<file path="src/rtl/star_anim_ctrl.sv">
`default_nettype none
// ============================================================================
// Module   : star_anim_ctrl
// Brief    : Draw / hold / erase / step animation controller for a SIZExSIZE
//            star sprite on the VGA plot path. Optional edge reflection is
//            selected with the STAR_BOUNCE_EN macro (wrap-around otherwise).
// Revision : 1.0 - initial release
// ============================================================================
module star_anim_ctrl #(
    parameter int         X_MAX  = 160,
    parameter int         Y_MAX  = 120,
    parameter int         SIZE   = 4,
    parameter int         X0     = 0,
    parameter int         Y0     = 0,
    parameter logic [2:0] COLOUR = 3'b111,
    parameter logic [2:0] BG     = 3'b000
) (
    input  logic       clk,
    input  logic       reset,
    input  logic       start,
    input  logic       stop,
    input  logic       doneDelay,
    output logic       goDelay,
    output logic [7:0] x,
    output logic [6:0] y,
    output logic [2:0] colour,
    output logic       plot,
    output logic       busy
);

    localparam int              c_HB   = $clog2(SIZE);
    localparam int              c_CW   = 2 * c_HB;
    localparam logic [c_CW-1:0] c_LAST = {c_CW{1'b1}};
    localparam logic [7:0]      c_LX   = 8'(X_MAX - SIZE);
    localparam logic [6:0]      c_LY   = 7'(Y_MAX - SIZE);
    localparam logic [7:0]      c_X0   = 8'(X0);
    localparam logic [6:0]      c_Y0   = 7'(Y0);

    typedef enum logic [2:0] {
        S_IDLE       = 3'd0,
        S_DRAW       = 3'd1,
        S_WAIT       = 3'd2,
        S_ERASE      = 3'd3,
        S_UPDATE     = 3'd4,
        S_HALT_ERASE = 3'd5
    } state_t;

    state_t          r_state;
    logic [c_CW-1:0] r_cnt;
    logic [7:0]      r_px;
    logic [6:0]      r_py;

    logic [c_CW-1:0] w_cnt_inc;
    logic [7:0]      w_x_pix;
    logic [6:0]      w_y_pix;
    logic [7:0]      w_px_n;
    logic [6:0]      w_py_n;

    // Outputs are registered, so they are loaded with the coordinate of the
    // pixel the counter is about to point at.
    assign w_cnt_inc = r_cnt + c_CW'(1);
    assign w_x_pix   = r_px + 8'(w_cnt_inc[c_HB-1:0]);
    assign w_y_pix   = r_py + 7'(w_cnt_inc[c_CW-1:c_HB]);

`ifdef STAR_BOUNCE_EN
    logic r_dx;
    logic r_dy;
    logic w_dx_n;
    logic w_dy_n;

    always_comb begin
        w_px_n = r_px;
        w_dx_n = r_dx;
        if (r_dx) begin
            if (r_px == c_LX) begin
                w_dx_n = 1'b0;
                w_px_n = c_LX - 8'd1;
            end else begin
                w_px_n = r_px + 8'd1;
            end
        end else if (r_px == 8'd0) begin
            w_dx_n = 1'b1;
            w_px_n = 8'd1;
        end else begin
            w_px_n = r_px - 8'd1;
        end

        w_py_n = r_py;
        w_dy_n = r_dy;
        if (r_dy) begin
            if (r_py == c_LY) begin
                w_dy_n = 1'b0;
                w_py_n = c_LY - 7'd1;
            end else begin
                w_py_n = r_py + 7'd1;
            end
        end else if (r_py == 7'd0) begin
            w_dy_n = 1'b1;
            w_py_n = 7'd1;
        end else begin
            w_py_n = r_py - 7'd1;
        end
    end
`else
    assign w_px_n = (r_px == c_LX) ? 8'd0 : r_px + 8'd1;
    assign w_py_n = (r_py == c_LY) ? 7'd0 : r_py + 7'd1;
`endif

    always_ff @(posedge clk or posedge reset) begin
        if (reset) begin
            r_state <= S_IDLE;
            r_cnt   <= '0;
            r_px    <= c_X0;
            r_py    <= c_Y0;
`ifdef STAR_BOUNCE_EN
            r_dx    <= 1'b1;
            r_dy    <= 1'b1;
`endif
            goDelay <= 1'b0;
            plot    <= 1'b0;
            busy    <= 1'b0;
            x       <= c_X0;
            y       <= c_Y0;
            colour  <= BG;
        end else begin
            case (r_state)
                S_IDLE: begin
                    if (start) begin
                        r_state <= S_DRAW;
                        r_cnt   <= '0;
                        plot    <= 1'b1;
                        busy    <= 1'b1;
                        colour  <= COLOUR;
                        x       <= r_px;
                        y       <= r_py;
                    end
                end

                S_DRAW, S_ERASE, S_HALT_ERASE: begin
                    if (r_cnt == c_LAST) begin
                        r_cnt <= '0;
                        plot  <= 1'b0;
                        x     <= r_px;
                        y     <= r_py;
                        if (r_state == S_DRAW) begin
                            r_state <= S_WAIT;
                            goDelay <= 1'b1;
                        end else if (r_state == S_ERASE) begin
                            r_state <= S_UPDATE;
                        end else begin
                            r_state <= S_IDLE;
                            busy    <= 1'b0;
                            colour  <= BG;
                        end
                    end else begin
                        r_cnt <= w_cnt_inc;
                        x     <= w_x_pix;
                        y     <= w_y_pix;
                    end
                end

                S_WAIT: begin
                    if (doneDelay) begin
                        r_state <= stop ? S_HALT_ERASE : S_ERASE;
                        r_cnt   <= '0;
                        goDelay <= 1'b0;
                        plot    <= 1'b1;
                        colour  <= BG;
                        x       <= r_px;
                        y       <= r_py;
                    end
                end

                S_UPDATE: begin
                    r_state <= S_DRAW;
                    r_cnt   <= '0;
                    r_px    <= w_px_n;
                    r_py    <= w_py_n;
`ifdef STAR_BOUNCE_EN
                    r_dx    <= w_dx_n;
                    r_dy    <= w_dy_n;
`endif
                    plot    <= 1'b1;
                    colour  <= COLOUR;
                    x       <= w_px_n;
                    y       <= w_py_n;
                end

                default: begin
                    r_state <= S_IDLE;
                    plot    <= 1'b0;
                    goDelay <= 1'b0;
                    busy    <= 1'b0;
                end
            endcase
        end
    end

endmodule
`default_nettype wire
</file>
<file path="config.mk">
export PLATFORM = sky130hd
export DESIGN_NAME = star_anim_ctrl
export DESIGN_NICKNAME = d
export VERILOG_FILES = /design/src/rtl/star_anim_ctrl.sv
export SDC_FILE = /design/constraint.sdc
export NUM_CORES = 1
export LEC_CHECK = 0
export ABC_CLOCK_PERIOD_IN_PS = 6420
export CAP_MARGIN = 20
export CORE_MARGIN = 2
export CORE_UTILIZATION = 60
export DETAILED_ROUTE_END_ITERATION = 8
export GPL_ROUTABILITY_DRIVEN = 0
export PLACE_DENSITY_LB_ADDON = 0.2
export SLEW_MARGIN = 10
export SYNTH_ARGS = -nofsm -noshare
export SYNTH_HDL_FRONTEND = slang
export SYNTH_SLANG_ARGS = --single-unit
export TNS_END_PERCENT = 30
</file>
<file path="constraint.sdc">
create_clock -name clk -period 6.42 [get_ports clk]
set_clock_uncertainty 0.05 [all_clocks]
set_input_delay 0.963 -clock clk [delete_from_list [all_inputs] [get_ports clk]]
set_output_delay 0.963 -clock clk [all_outputs]
set_load 0.005 [all_outputs]
</file>
==> results.ini <==
[power]
power_report.internal_total_uw=715.3
combPwrFrac_pct=50.6
switch_share_pct=41.51
powerDensity_nw_per_um2=420.7
cellLeakagePower_uw=0.001278
power.sequential.fraction_pct=35.7
clockPowerShare_pct=13.7
irDropWorstVdd_v=0.0002385
switchingPower_uw=507.5

[routing]
detailroute.via_count=2258
drtPass1Iterations=4
route.final.wire_length_mm=6.063
first_iter_violations=249
wl_cell_um=17.03
route.detailed.vias_per_inst=6.343
antenna_viol_nets_final=0
drcViolationCount=0

[synth]
synth_async_sr_flop_share_pct=100.0
number_of_synthesized_register_bits=41
syn-instance-count=293
mappedNetlistArea_um2=2613
synthesis.area_per_instance_um2=8.916
synth_cell_types=55
synth_fp_nets=309
yosys_warnings=0
ys_dominant_reg_cell=sky130_fd_sc_hd__dfrtp_1
sequential_element_share_of_the_synthesized_area_pct=39.27
post_synth_edffs=0

[cts]
ctsRootBufferMaster=sky130_fd_sc_hd__clkbuf_8
h-tree-depth=2
cts_made_buffers=5
worst_path_clk_slew_ns=0.08
hold_buffers=0
tritoncts_clock_tree=built
post-cts-setup-buffers=0
cts_resized=0
clock_latency_late_sink_ns=0.30
cts.sink_count=41
ctsLongestPathBuffers=2

[place]
post-place-cells=348
total_cell_area_at_the_placement_stage_um2=2824
place.detailed.hpwl_mm=4.051
placement.io_buffers=25

[sta]
post-route-min-period_ns=2.735
hold_slack_ns=0.4309
period_share_pct=42.60
final_max_slew_viol_count=0
finalSetupTns_ns=0
report.final.setup_viol=0
finalHoldViolations=0
rsz0062_at_grt=false
worst_slew_margin_rel_pct=36.16
worst-slew-pin-transition_ns=0.9555
achievable-frequency_ghz=0.3657

[critical_path]
endpoint_kind=register
worstSetupPathType=input port to register
timing.critical_path.fanout_max=17
cp-start-kind=input port
critPathRequiredTime_ns=6.56
timing.critical_path.arrival_ns=2.88

[global_routing]
global_route_wire_length_before_repair_mm=9.984
grt_start_max_net_pins=42
vias_in_the_first_global_route=2056
global_route.overflow_total=0
grt_use_total_pct=25.57
antenna_violations_before_repair=0

[finish]
finish.instance_area_um2=2907
layout.cells.non_filler=356
n_antenna_cell=0
design.final.nets=321
area_growth_syn_to_layout_pct=11.25
drive_gt1_share_pct=7.190

[run]
drv.max_cap_violation_count=0

[hold_path]
timing.hold.worst.class=register to register

[floorplan]
floorplan.die.height_um=69.99
rows=23
ios=26
floorplan.die_area_um2=4898
floorplan.initialDensity_pct=63.93
core_area_um2=4086
die_w_um=69.99

[status]
status=finished, final reports clean

## final timing paths
path	cells after the start	endpoint	slack, ns	from
worst max-delay path	6	x[0]	3.69	doneDelay
worst min-delay path	2	y[3]	0.43	y[3]
worst max register to register	5	y[3]	4.01	r_state[2]
worst min register to register	2	y[3]	0.43	y[3]
max in group asynchronous	3	x[3]	4.92	reset
min in group asynchronous	3	r_py[2]	1.04	reset
## synthesized netlist by cell type, types with 3 or more instances
library cell | count | share of area, %
sky130_fd_sc_hd__a211oi_1 | 3 | 0.86
sky130_fd_sc_hd__a21o_1 | 8 | 2.3
sky130_fd_sc_hd__a21oi_1 | 19 | 3.6
sky130_fd_sc_hd__a31oi_1 | 4 | 0.96
sky130_fd_sc_hd__and3_1 | 4 | 0.96
sky130_fd_sc_hd__buf_2 | 12 | 2.3
sky130_fd_sc_hd__clkbuf_1 | 6 | 0.86
sky130_fd_sc_hd__dfrtp_1 | 41 | 39
sky130_fd_sc_hd__ha_1 | 9 | 4.3
sky130_fd_sc_hd__inv_1 | 10 | 1.4
sky130_fd_sc_hd__nand2_1 | 31 | 4.5
sky130_fd_sc_hd__nand2b_1 | 3 | 0.72
sky130_fd_sc_hd__nand3_1 | 14 | 2.7
sky130_fd_sc_hd__nand4_1 | 4 | 0.96
sky130_fd_sc_hd__nor2_1 | 20 | 2.9
sky130_fd_sc_hd__nor3_1 | 5 | 0.96
sky130_fd_sc_hd__o21a_1 | 3 | 0.86
sky130_fd_sc_hd__o21ai_0 | 26 | 5.0
sky130_fd_sc_hd__o22ai_1 | 4 | 0.96
sky130_fd_sc_hd__o31ai_1 | 3 | 0.86
sky130_fd_sc_hd__or3_1 | 7 | 1.7
sky130_fd_sc_hd__xnor2_1 | 10 | 3.4
sky130_fd_sc_hd__xor2_1 | 5 | 1.7
## final cells by class
cell class	instances	area (µm²)
Tap cell	50	62.56
Clock buffer	6	72.57
Sequential cell	41	1026
Clock inverter	2	10.01
Fill cell	350	1180
Inverter	10	37.54
Multi-Input combinational cell	221	1440
Timing Repair Buffer	26	257.7
## power by group through the flow
stage | Clock (µW) | Sequential (µW) | Combinational (µW)
2_1_floorplan | 0 | 394 | 467
3_3_place_gp | 0 | 436 | 592
3_5_place_dp | 0 | 439 | 617
4_1_cts | 170 | 435 | 620
5_1_grt | 181 | 448 | 683
6_report | 167 | 436 | 619
## metal layers
metal / up-vias / track usage [%] / routed length (µm)
li1: 1078 / - / -
met4: 0 / 7.479 / 78
met5: - / 0 / 0
met2: 76 / 40.53 / 2794
met1: 1095 / 36.36 / 2776
met3: 9 / 4.040 / 413
## placed cells by master, fill, tap and decap left out, types with 5 or more instances in the layout
cell type and n:
sky130_fd_sc_hd__a21o_1 8, sky130_fd_sc_hd__a21oi_1 19, sky130_fd_sc_hd__clkbuf_8 5, sky130_fd_sc_hd__clkdlybuf4s50_1 25
sky130_fd_sc_hd__dfrtp_1 41, sky130_fd_sc_hd__ha_1 9, sky130_fd_sc_hd__inv_1 10, sky130_fd_sc_hd__nand2_1 31
sky130_fd_sc_hd__nand3_1 14, sky130_fd_sc_hd__nor2_1 20, sky130_fd_sc_hd__nor3_1 5, sky130_fd_sc_hd__o21ai_0 26
sky130_fd_sc_hd__or3_1 7, sky130_fd_sc_hd__xnor2_1 10, sky130_fd_sc_hd__xor2_1 5
## stage by stage
stage,total power (µW),setup slack [ns],utilization (%)
floorplan,861.4,4.265,-
detailed placement,1055,3.418,69.11
global route,1312,3.600,71.13
global placement,1028,3.497,69.11
finish,1223,3.685,71.13
CTS,1225,3.706,71.13
## cells by family after synthesis
kind of cell               count (synthesis)  synth area share [%]
DFF                                       41                 39.27
and+or+nand+nor                           97                 18.77
xor gates and xnor gates                  15                 5.029
muxes                                      1                0.4310
buffers and inverters                     31                 5.603
AOI/OAI and AO/OA                         97                 25.05
adders and majority gates                 11                 5.843
## sequential cells by signal, indices dropped and copies added (netlist names)
signal / count
plot: 1
goDelay: 1
r_cnt: 4
r_state: 3
y: 7
r_px: 8
x: 8
colour: 1
busy: 1
r_py: 7
## critical path: stages
cell and delay [ns]:
sky130_fd_sc_hd__clkdlybuf4s50_1 0.49, sky130_fd_sc_hd__nand2b_1 0.12, sky130_fd_sc_hd__o31a_1 0.19, sky130_fd_sc_hd__o21a_1 0.57, sky130_fd_sc_hd__o21ai_0 0.22, sky130_fd_sc_hd__o32a_1 0.32
No activity file was read; power rests on OpenSTA's default activity.
